File: src/rtl/implication_monitor.sv
`default_nettype none
// ============================================================================
// Module   : implication_monitor
// Brief    : N-channel A->B checker, per-sample or bounded-response mode,
//            with violation pulse, sticky flags and saturating counter.
// Revision : 1.0 - initial release
// ============================================================================
module implication_monitor #(
    parameter int N       = 4,
    parameter int MAX_WIN = 7,
    parameter int WIN_W   = 3,
    parameter int CNT_W   = 8
) (
    input  logic             clk,
    input  logic             rst_n,
    input  logic             valid,
    input  logic [N-1:0]     a,
    input  logic [N-1:0]     b,
    input  logic             mode,
    input  logic [WIN_W-1:0] window,
    input  logic             clear,
    output logic [N-1:0]     r,
    output logic [N-1:0]     viol,
    output logic [N-1:0]     sticky,
    output logic [N-1:0]     pending,
    output logic [CNT_W-1:0] viol_count
);

    localparam logic [0:0]       c_st_idle = 1'b0;
    localparam logic [0:0]       c_st_wait = 1'b1;
    localparam logic [WIN_W-1:0] c_max_win = WIN_W'(MAX_WIN);
    localparam int               c_sum_w   = CNT_W + 6;
    localparam logic [CNT_W-1:0] c_cnt_max = '1;

    logic [N-1:0]             r_state;
    logic [N-1:0][WIN_W-1:0]  r_timer;
    logic [N-1:0]             r_res;
    logic [N-1:0]             r_viol;
    logic [N-1:0]             r_sticky;
    logic [CNT_W-1:0]         r_count;

    logic [N-1:0]             w_state_nxt;
    logic [N-1:0][WIN_W-1:0]  w_timer_nxt;
    logic [N-1:0]             w_viol_nxt;
    logic [WIN_W-1:0]         w_win;
    logic [5:0]               w_pop;
    logic [c_sum_w-1:0]       w_sum;
    logic [CNT_W-1:0]         w_count_nxt;

    assign w_win = (window > c_max_win) ? c_max_win : window;

    // Channel FSM state register
    always_ff @(posedge clk or negedge rst_n) begin
        if (!rst_n) begin
            r_state <= '0;
            r_timer <= '0;
        end else if (clear) begin
            r_state <= '0;
            r_timer <= '0;
        end else begin
            r_state <= w_state_nxt;
            r_timer <= w_timer_nxt;
        end
    end

    // Channel FSM next state; leaving mode 1 drops any WAIT silently
    always_comb begin
        w_state_nxt = r_state;
        w_timer_nxt = r_timer;
        for (int i = 0; i < N; i++) begin
            if (!mode) begin
                w_state_nxt[i] = c_st_idle;
                w_timer_nxt[i] = '0;
            end else if (valid) begin
                if (r_state[i] == c_st_idle) begin
                    if (a[i] && !b[i] && (w_win != '0)) begin
                        w_state_nxt[i] = c_st_wait;
                        w_timer_nxt[i] = w_win;
                    end
                end else if (b[i] || (r_timer[i] == WIN_W'(1))) begin
                    w_state_nxt[i] = c_st_idle;
                    w_timer_nxt[i] = '0;
                end else begin
                    w_timer_nxt[i] = r_timer[i] - WIN_W'(1);
                end
            end
        end
    end

    // Violation decision per channel
    always_comb begin
        w_viol_nxt = '0;
        for (int i = 0; i < N; i++) begin
            if (valid) begin
                if (!mode) begin
                    w_viol_nxt[i] = a[i] & ~b[i];
                end else if (r_state[i] == c_st_idle) begin
                    w_viol_nxt[i] = a[i] & ~b[i] & (w_win == '0);
                end else begin
                    w_viol_nxt[i] = ~b[i] & (r_timer[i] == WIN_W'(1));
                end
            end
        end
    end

    always_comb begin
        w_pop = '0;
        for (int i = 0; i < N; i++) begin
            w_pop = w_pop + 6'(w_viol_nxt[i]);
        end
        w_sum       = c_sum_w'(r_count) + c_sum_w'(w_pop);
        w_count_nxt = (w_sum > c_sum_w'(c_cnt_max)) ? c_cnt_max : w_sum[CNT_W-1:0];
    end

    // Result register ignores clear; violation bookkeeping does not
    always_ff @(posedge clk or negedge rst_n) begin
        if (!rst_n) begin
            r_res    <= '1;
            r_viol   <= '0;
            r_sticky <= '0;
            r_count  <= '0;
        end else begin
            if (valid) begin
                r_res <= ~a | b;
            end
            if (clear) begin
                r_viol   <= '0;
                r_sticky <= '0;
                r_count  <= '0;
            end else begin
                r_viol   <= w_viol_nxt;
                r_sticky <= r_sticky | w_viol_nxt;
                r_count  <= w_count_nxt;
            end
        end
    end

    assign r          = r_res;
    assign viol       = r_viol;
    assign sticky     = r_sticky;
    assign pending    = r_state;
    assign viol_count = r_count;

endmodule
`default_nettype wire

File: config.mk
export PLATFORM = sky130hd
export DESIGN_NAME = implication_monitor
export DESIGN_NICKNAME = d
export VERILOG_FILES = /design/src/rtl/implication_monitor.sv
export SDC_FILE = /design/constraint.sdc
export NUM_CORES = 1
export LEC_CHECK = 0
export ABC_AREA = 1
export ABC_CLOCK_PERIOD_IN_PS = 3000
export BUFFER_PORTS_ARGS = -buffer_cell sky130_fd_sc_hd__buf_2
export CAP_MARGIN = 25
export CORE_MARGIN = 3
export CORE_UTILIZATION = 45
export CTS_CLUSTER_SIZE = 12
export DETAILED_ROUTE_END_ITERATION = 10
export PLACE_DENSITY = 0.75
export SKIP_LAST_GASP = 1
export SLEW_MARGIN = 20
export SYNTH_ARGS = -nofsm -noshare
export SYNTH_HDL_FRONTEND = slang
export SYNTH_SLANG_ARGS = --single-unit
File: constraint.sdc
create_clock -name clk -period 3 [get_ports clk]
set_input_delay 0.3 -clock clk [delete_from_list [all_inputs] [get_ports clk]]
set_output_delay 0.3 -clock clk [all_outputs]
set_load 0.02 [all_outputs]
# --- After elaboration in Yosys (flattened, before gate mapping) ---
# Cells that the tools add are included.
classes:
  eq_ne: 9
  reduce_logical: 22
  bitwise: 19
  n_addsub: 8
  magnitude_cmp: 2
  muxes: 59
op_table:
  columns: ["cell", "count"]
  rows:
  - ["3-bit two-way mux", 21]
  - ["1-bit two-way mux", 32]
  - ["8-bit two-way mux", 2]
  - ["4-bit by 1-bit inequality test with 1-bit output (second input constant)", 4]
  - ["1-bit bitwise AND", 12]
  - ["3-bit by 1-bit == test with 1-bit output (second input constant)", 4]
  - ["12-bit two-way mux", 1]
  - ["4-bit two-way mux", 3]
  - ["3-bit by 1-bit subtractor with 3-bit output (second input constant)", 4]
  - ["8-bit by 4-bit adder with 9-bit output", 1]
  - ["9-bit by 8-bit > comparator with 1-bit output (second input constant)", 1]
  - ["1-bit logical AND", 8]
  - ["4-bit bitwise OR", 2]
  - ["2-bit AND reduction", 4]
  - ["3-bit by 1-bit adder with 4-bit output", 1]
  - ["1-bit logical NOT", 4]
  - ["1-bit logical OR", 4]
  - ["1-bit inverter", 4]
  - ["4-bit inverter", 1]
  - ["2-bit by 1-bit adder with 3-bit output", 1]
  - ["3-bit > comparator (second input constant)", 1]
  - ["3-bit logical NOT", 1]
  - ["3-bit by 2-bit inequality test with 1-bit output (second input constant)", 1]
  - ["3-bit nonzero test", 1]
  - ["1-bit by 1-bit adder with 2-bit output", 1]
totals:
  in_bits: 16
  out_inout_bits: 24
  reg_bits: 36
  elab_cells: 128

# --- Depth between registers and ports, before layout ---
# Gate-level depths: netlist of the first run.
depth:
  ltp_word: 14
  depth_mapped: 17
  depth_no_buf: 17

# --- Worst setup path after synthesis of the first run ---
# OpenSTA, ideal clock, no wires.
synth_timing:
  kind: "register -> register"
  startpoint: "register r_state[2] (netlist: pending[2])"
  endpoint: "register r_count[5] (netlist: viol_count[5])"
  path_buffers: 1
  setup_ps: 114
  arrival_ps: 2836
  required_time_ps: 2886
  setup_slack_ps: 50
  synth_period_minus_slack_ps: 2950
  stages_incl_launch_ff: 18
  path_cell_list: "dfrtp_1 > clkbuf_2 > nor2_1 > nand2_1 > nand2_1 > nand2_1 > nand2_1 > nand2_1 > fa_1 > inv_1 > fa_1 > fa_1 > nand2_1 > nor2_2 > nand3_2 > nand3_1 > nand2_1 > inv_1"
synth_between:
  elab_chain_cells: 9
synth_rtl:
  columns: ["element", "line_no", "rtl"]
  rows:
  - ["start: declaration", "35", "logic [N-1:0] r_state;"]
  - ["start signal: assignment", "61", "r_state <= w_state_nxt;"]
  - ["1-bit two-way mux *", "97", "end else if (r_state[i] == c_st_idle) begin"]
  - ["1-bit two-way mux *", "95", "if (!mode) begin"]
  - ["1-bit two-way mux *", "94", "if (valid) begin"]
  - ["2-bit by 1-bit adder with 3-bit output *", "109", "w_pop = w_pop + 6'(w_viol_nxt[i]);"]
  - ["3-bit by 1-bit adder with 4-bit output *", "109", null]
  - ["8-bit by 4-bit adder with 9-bit output *", "111", "w_sum = c_sum_w'(r_count) + c_sum_w'(w_pop);"]
  - ["9-bit by 8-bit > comparator with 1-bit output", "112", "w_count_nxt = (w_sum > c_sum_w'(c_cnt_max)) ? c_cnt_max : w_sum[CNT_W-1:0];"]
  - ["8-bit two-way mux *", "112", null]
  - ["8-bit two-way mux *", "126", "if (clear) begin"]
  - ["end signal: assignment", "133", "r_count <= w_count_nxt;"]
  - ["end: declaration", "40", "logic [CNT_W-1:0] r_count;"]
# Mark *: on every way between the ends. The rest lies on a longest branch, timed or not.
# A chain may end at the register's enable or synchronous reset.

# --- Worst setup path after layout of the first run ---
layout_timing:
  startpoint: "register r_timer[7] (netlist bit)"
  endpoint: "register r_count[5] (netlist: viol_count[5])"
layout_between:
  elab_chain_cells: 11
layout_rtl:
  columns: ["element", "line_no", "rtl"]
  rows:
  - ["start: declaration", "36", "logic [N-1:0][WIN_W-1:0] r_timer;"]
  - ["start signal: assignment", "62", "r_timer <= w_timer_nxt;"]
  - ["3-bit by 1-bit == test with 1-bit output *", "100", "w_viol_nxt[i] = ~b[i] & (r_timer[i] == WIN_W'(1));"]
  - ["1-bit bitwise AND *", "100", null]
  - ["1-bit two-way mux *", "97", null]
  - ["1-bit two-way mux *", "95", null]
  - ["1-bit two-way mux *", "94", null]
  - ["2-bit by 1-bit adder with 3-bit output *", "109", null]
  - ["3-bit by 1-bit adder with 4-bit output *", "109", null]
  - ["8-bit by 4-bit adder with 9-bit output *", "111", null]
  - ["9-bit by 8-bit > comparator with 1-bit output", "112", null]
  - ["8-bit two-way mux *", "112", null]
  - ["8-bit two-way mux *", "126", null]
# Marks and branches as above.

==> results of run 1 <==
[cell type report]
cell class / count / area, um^2 / share of cell area [%]
clock buffers: 7 / 96.3 / 3.46
well taps: 67 / 83.8 / 3.01
inverters: 49 / 186 / 6.69
repair buffers: 55 / 315 / 11.3
multi-input cells: 225 / 1170 / 41.9
flip-flops and latches: 36 / 906 / 32.5
clock inverters: 1 / 30.0 / 1.08
[flip-flops by register name, summed over array words and instances (netlist names)]
register,cells
sticky,4
r_timer,12
viol,4
viol_count,8
pending,4
r,4
[how the worst max path moves through the flow]
stage | startpoint | cells past startpoint | to
3_3_place_gp | window[2] | 17 | viol_count[5]$_DFF_PN0_
5_1_grt | r_timer[7]$_DFFE_PN0P_ | 17 | viol_count[5]$_DFF_PN0_
2_1_floorplan | pending[2]$_DFFE_PN0P_ | 17 | viol_count[5]$_DFF_PN0_
6_report | r_timer[7]$_DFFE_PN0P_ | 17 | viol_count[5]$_DFF_PN0_
4_1_cts | r_timer[7]$_DFFE_PN0P_ | 17 | viol_count[3]$_DFF_PN0_
3_5_place_dp | window[2] | 17 | viol_count[3]$_DFF_PN0_
[layer usage]
layer / track usage, % / part of all wire [%] / up-vias / routed length (um)
met1: 23.4 / 45 / 966 / 2390
met5: 0 / 0 / - / 0
li1: - / - / 1088 / -
met2: 31.9 / 49 / 47 / 2630
met3: 4.11 / 4.3 / 12 / 229
met4: 6.52 / 1.8 / 0 / 95
[what timing repair did]
action / in CTS / in global routing
setup endpoints to repair: 2 / 8
hold buffers: 0 / 0
gates resized for setup: 1 / 11
setup buffers: 0 / 4
pin swaps: 0 / 7
[critical path, cell delays in order (launching register included)]
cell	delay (ps)
dfrtp_1	400
inv_2	80
ha_4	120
inv_1	40
nor2_2	120
nand4_1	90
nand2_1	100
nand2_2	60
fa_1	480
inv_1	50
fa_2	360
fa_2	390
nand2_2	100
nor2_4	60
nand3_4	110
nand3_2	80
nand2_1	60
inv_1	40
[cells in the final DEF, fill, tap and decap left out, types with 3 or more instances in the layout]
master / count
a21oi_1: 6
buf_2: 39
buf_4: 16
clkbuf_8: 7
dfrtp_1: 32
dfstp_2: 4
ha_1: 8
inv_1: 46
nand2_1: 94
nand2_2: 5
nand3_1: 24
nand3_2: 3
nand4_1: 6
nor2_1: 49
o21ai_0: 7
o21ai_1: 3
[power by group through the flow]
stage	registers, mW	clock network [mW]	logic [mW]
2_1_floorplan	0.547	0	0.0979
3_3_place_gp	0.532	0	0.177
3_5_place_dp	0.532	0	0.180
4_1_cts	0.523	0.485	0.182
5_1_grt	0.527	0.502	0.215
6_report	0.524	0.477	0.187
[through the flow]
step	hold WS [ps]	instance area, um^2
6_report	87.5	2790
5_1_grt	151	2790
4_1_cts	125	2710
3_5_place_dp	442	2580
3_3_place_gp	438	2580
2_1_floorplan	4.41	2250
[kinds of logic after synthesis]
group / Yosys count / synth area share (%)
AOI/OAI and AO/OA: 21 / 5.33
and+or+nand+nor: 189 / 35.6
adders and majority gates: 12 / 7.67
DFF: 36 / 40.2
xor gates and xnor gates: 3 / 1.17
buffers and inverters: 56 / 10.1
==> flow_metrics.py, run 1 <==
metrics = {
    "run_status": {
        "status": "finished clean",
    },
    "floorplan": {
        "die_h_um": 76.7,
        "die-width_um": 76.7,
        "rows": 25,
        "start_util_pct": 47.1,
        "coreArea_um2": 4790,
        "io_pins": 40,
        "die_area_um2": 5890,
    },
    "drt": {
        "drt_iter0_drc": 136,
        "drtPass1Iterations": 4,
        "drt_wl_total_um": 5340,
        "drc": 0,
        "vias": 2113,
        "wl_per_cell_um": 12.1,
        "via_per_inst": 4.80,
        "antenna_left": 0,
    },
    "yosys": {
        "syn-instance-count": 317,
        "synth_area_leaders": "dfrtp_1 36%, nand2_1 16%, nor2_1 8.3%",
        "seq_area_frac_synth_pct": 40.2,
        "synth_top_cell_by_area": "dfrtp_1",
        "synth_area_um2": 2250,
        "synth-edff-count": 0,
        "yosysMostFrequentCell": "nand2_1",
        "async_flop_share_pct": 100,
        "synth_area_per_cell_um2": 7.10,
        "synth_cell_types": 29,
        "yosysWarningCount": 0,
        "synth_ff_type": "dfrtp_1",
        "synth_seq_cells": 36,
        "synth_common_cells": "96 x nand2_1, 50 x nor2_1, 47 x inv_1",
        "syn_nets": 345,
        "synth_top_area_share_pct": 35.6,
    },
    "sta": {
        "worst_pin_slew_ps": 801,
        "worst_slack_ps": 154,
        "relSlewSlack_pct": 46.6,
        "hold_violations": 0,
        "fmax_mhz": 351,
        "period_share_pct": 94.9,
        "setup_tns_ps": 0,
        "skew_ps": 8.22,
        "setup_viol": 0,
        "post-route-min-period_ps": 2850,
        "final-max-slew-violation-count": 0,
    },
    "finish": {
        "drive_gt1_share_pct": 23.3,
        "num-nets-final": 400,
        "fillers": 437,
        "final_cell_count_no_fill": 440,
        "n_antenna_cell": 0,
        "area_delta_synth_final_pct": 23.7,
        "final_core_util_pct": 58.2,
    },
    "worst_setup_path": {
        "r2r-end": "viol_count[5]$_DFF_PN0_",
        "reg2reg_slack_ps": 150,
        "reg2reg_from": "r_timer[7]$_DFFE_PN0P_",
        "required_ps": 3200,
        "endpoint_kind": "flip-flop",
        "path_max_fanout": 6,
        "crit_type": "flip-flop to flip-flop",
        "reg2reg_depth": 17,
        "arrival_ps": 3040,
        "cp-start-kind": "flip-flop",
    },
    "job": {
        "max-cap-violations": 0,
    },
    "cts": {
        "cts_tree": "done",
        "htree_levels": 2,
        "cts_root_buf": "clkbuf_8",
        "clock_latency_ps": 300,
        "path_clk_slew_ps": 80,
        "clockBufferDepth": 2,
        "cts_buffers": 5,
        "cts_sinks": 36,
    },
    "grt": {
        "grt_use_total_pct": 18.7,
        "grt_pass1_wl_um": 8910,
        "antenna_found_initial": 0,
        "grt_max_degree": 37,
        "grt_pass1_vias": 2030,
        "overflow": 0,
    },
    "power": {
        "p_total_mw": 1.19,
        "power_frac_seq_pct": 44.1,
        "clockPowerShare_pct": 40.2,
        "p_int_mw": 0.869,
        "leakage_nw": 1.57,
        "vdd_drop_max_v": 0.000194,
        "power_switching_share_pct": 26.8,
        "p_per_area_nw_per_um2": 427,
        "switching_power_mw": 0.319,
        "pwr-share-comb_pct": 15.7,
    },
    "place": {
        "dp_slack_ps": -13.4,
        "gp_congestion": 0.886,
        "dp.cells": 428,
        "portBuffers": 39,
        "hpwlAfterDp_um": 3920,
    },
    "min_path": {
        "min_path_type": "input port to asynchronous set/reset pin",
    },
}
Note: power is estimated with default switching activity, not from simulation.
==> run 2, diff against run 1 <==
--- a/config.mk
+++ b/config.mk
@@ -10,10 +10,10 @@
 export BUFFER_PORTS_ARGS = -buffer_cell sky130_fd_sc_hd__buf_2
 export CAP_MARGIN = 25
 export CORE_MARGIN = 3
-export CORE_UTILIZATION = 45
+export CORE_UTILIZATION = 32
 export CTS_CLUSTER_SIZE = 12
 export DETAILED_ROUTE_END_ITERATION = 10
-export PLACE_DENSITY = 0.75
+export PLACE_DENSITY = 0.58
 export SKIP_LAST_GASP = 1
 export SLEW_MARGIN = 20
 export SYNTH_ARGS = -nofsm -noshare
==> flow_metrics.py, run 2 (synthesized netlist as in run 1, its figures left out) <==
metrics = {
    "worst_setup_path": {
        "r2r-end": "viol_count[7]$_DFF_PN0_",
        "reg2reg_from": "r_timer[7]$_DFFE_PN0P_",
        "reg2reg_slack_ps": 140,
        "arrival_ps": 3050,
        "endpoint_kind": "flip-flop",
        "required_ps": 3190,
        "path_max_fanout": 3,
        "reg2reg_depth": 17,
        "crit_type": "flip-flop to flip-flop",
        "cp-start-kind": "flip-flop",
    },
    "power": {
        "leakage_nw": 1.54,
        "p_per_area_nw_per_um2": 380,
        "vdd_drop_max_v": 0.000153,
        "p_total_mw": 1.05,
    },
    "finish": {
        "final_cell_mix": "94 x nand2_1, 48 x nor2_1, 45 x inv_1",
        "area_delta_synth_final_pct": 22.8,
        "multi_input_area_um2": 1170,
        "n_antenna_cell": 0,
        "largest_register_ffs": 12,
        "num-nets-final": 399,
        "layout_commonest_cell": "nand2_1",
        "finalInstanceArea_um2": 2770,
        "drive_gt1_share_pct": 23.5,
        "regMostFlops": "r_timer",
        "final-seq-area_um2": 907,
        "fillers": 689,
    },
    "grt": {
        "overflow": 0,
        "grt_pass1_vias": 2128,
        "grt_use_total_pct": 14.7,
        "grt_pass1_wl_um": 9760,
        "antenna_found_initial": 0,
        "grt_max_degree": 37,
    },
    "floorplan": {
        "die-width_um": 89.9,
        "io_pins": 40,
        "coreArea_um2": 6570,
        "rows": 29,
        "die_h_um": 89.9,
        "start_util_pct": 34.3,
        "die_area_um2": 8080,
    },
    "sta": {
        "skew_ps": 1.68,
        "period_share_pct": 95.3,
        "hold_violations": 0,
        "worst_pin_slew_ps": 835,
        "post-route-min-period_ps": 2860,
        "fmax_mhz": 350,
        "final-max-slew-violation-count": 0,
        "setup_viol": 0,
        "relSlewSlack_pct": 44.3,
    },
    "cts": {
        "hold_buffers": 0,
        "path_clk_slew_ps": 70,
        "clockBufferDepth": 2,
        "cts_buffers": 5,
        "cts_tree": "done",
        "cts_sinks": 36,
        "cts_root_buf": "clkbuf_8",
        "clock_latency_ps": 290,
        "htree_levels": 2,
    },
    "run_status": {
        "status": "finished clean",
    },
    "place": {
        "gp_congestion": 0.822,
        "hpwlAfterDp_um": 4250,
        "placed_area_um2": 2610,
        "portBuffers": 39,
    },
    "job": {
        "max-cap-violations": 0,
    },
    "min_path": {
        "min_path_type": "input port to asynchronous set/reset pin",
    },
    "drt": {
        "via_per_inst": 4.65,
        "drt_wl_total_um": 5700,
        "drt_iter0_drc": 107,
        "drc": 0,
        "antenna_left": 0,
        "vias": 2156,
        "drtPass1Iterations": 4,
        "wl_per_cell_um": 12.3,
    },
}
## run 2: repair_timing
| item | in CTS | in global routing |
|---|---|---|
| resized for setup | 1 | 14 |
| setup endpoints to repair | 2 | 8 |
| buffers inserted | 0 | 4 |
| pin swaps | 0 | 12 |
## run 2: worst max path at each step
| stage | endpoint | start | cells past startpoint | slack (ps) |
|---|---|---|---|---|
| 6_report | viol_count[7]$_DFF_PN0_ | r_timer[7]$_DFFE_PN0P_ | 17 | 140 |
| 5_1_grt | viol_count[5]$_DFF_PN0_ | pending[0]$_DFFE_PN0P_ | 16 | -20 |
| 4_1_cts | viol_count[5]$_DFF_PN0_ | r_timer[7]$_DFFE_PN0P_ | 17 | 30 |
| 3_5_place_dp | viol_count[5]$_DFF_PN0_ | window[2] | 17 | -40 |
| 3_3_place_gp | viol_count[5]$_DFF_PN0_ | window[2] | 17 | 6 |
| 2_1_floorplan | viol_count[5]$_DFF_PN0_ | pending[2]$_DFFE_PN0P_ | 17 | 50 |
## run 2: critical path, cell delays in order (launching register included)
cell and delay, ps:
dfrtp_1 390, inv_2 80, ha_4 110, inv_1 40, nor2_2 140, nand4_1 100, nand2_1 100, nand2_2 50
fa_1 490, inv_2 40, fa_2 400, fa_2 380, nand2_2 100, nor2_4 50, nand2_1 90, nand2_1 60
nor2_1 80, nor2_1 50
## run 2: cell type report
cell class	count	area share, %
Tap cell	93	4.21
Timing Repair Buffer	54	11.1
Clock buffer	6	2.62
Clock inverter	1	0.181
Sequential cell	36	32.8
Inverter	49	6.74
Multi-Input combinational cell	225	42.3
## run 2: per-stage QoR
step                      cells  hold WS, ps  TNS, ps  setup slack [ps]  util [%]
final                       464          107        0               140      42.1
after global routing        464          177    -20.5             -15.0      42.1
after CTS                   460          142        0              30.5      40.9
after detailed placement    453          465     -108             -36.4      39.7
after global placement      453          454        0              5.61      39.7
after floorplan             317         4.41        0              49.8         -
## run 2: power breakdown
part	switching [mW]	internal (mW)	total, mW
clock	0.179	0.158	0.337
combinational	0.122	0.0658	0.188
sequential	0.0158	0.509	0.525
## run 2: per-layer routing
layer,wire (um),vias up,global-route usage (%)
met2,2660,47,23.7
li1,-,1089,-
met4,146,0,6.38
met1,2680,1009,19.2
met5,0,-,0
met3,213,11,3.01
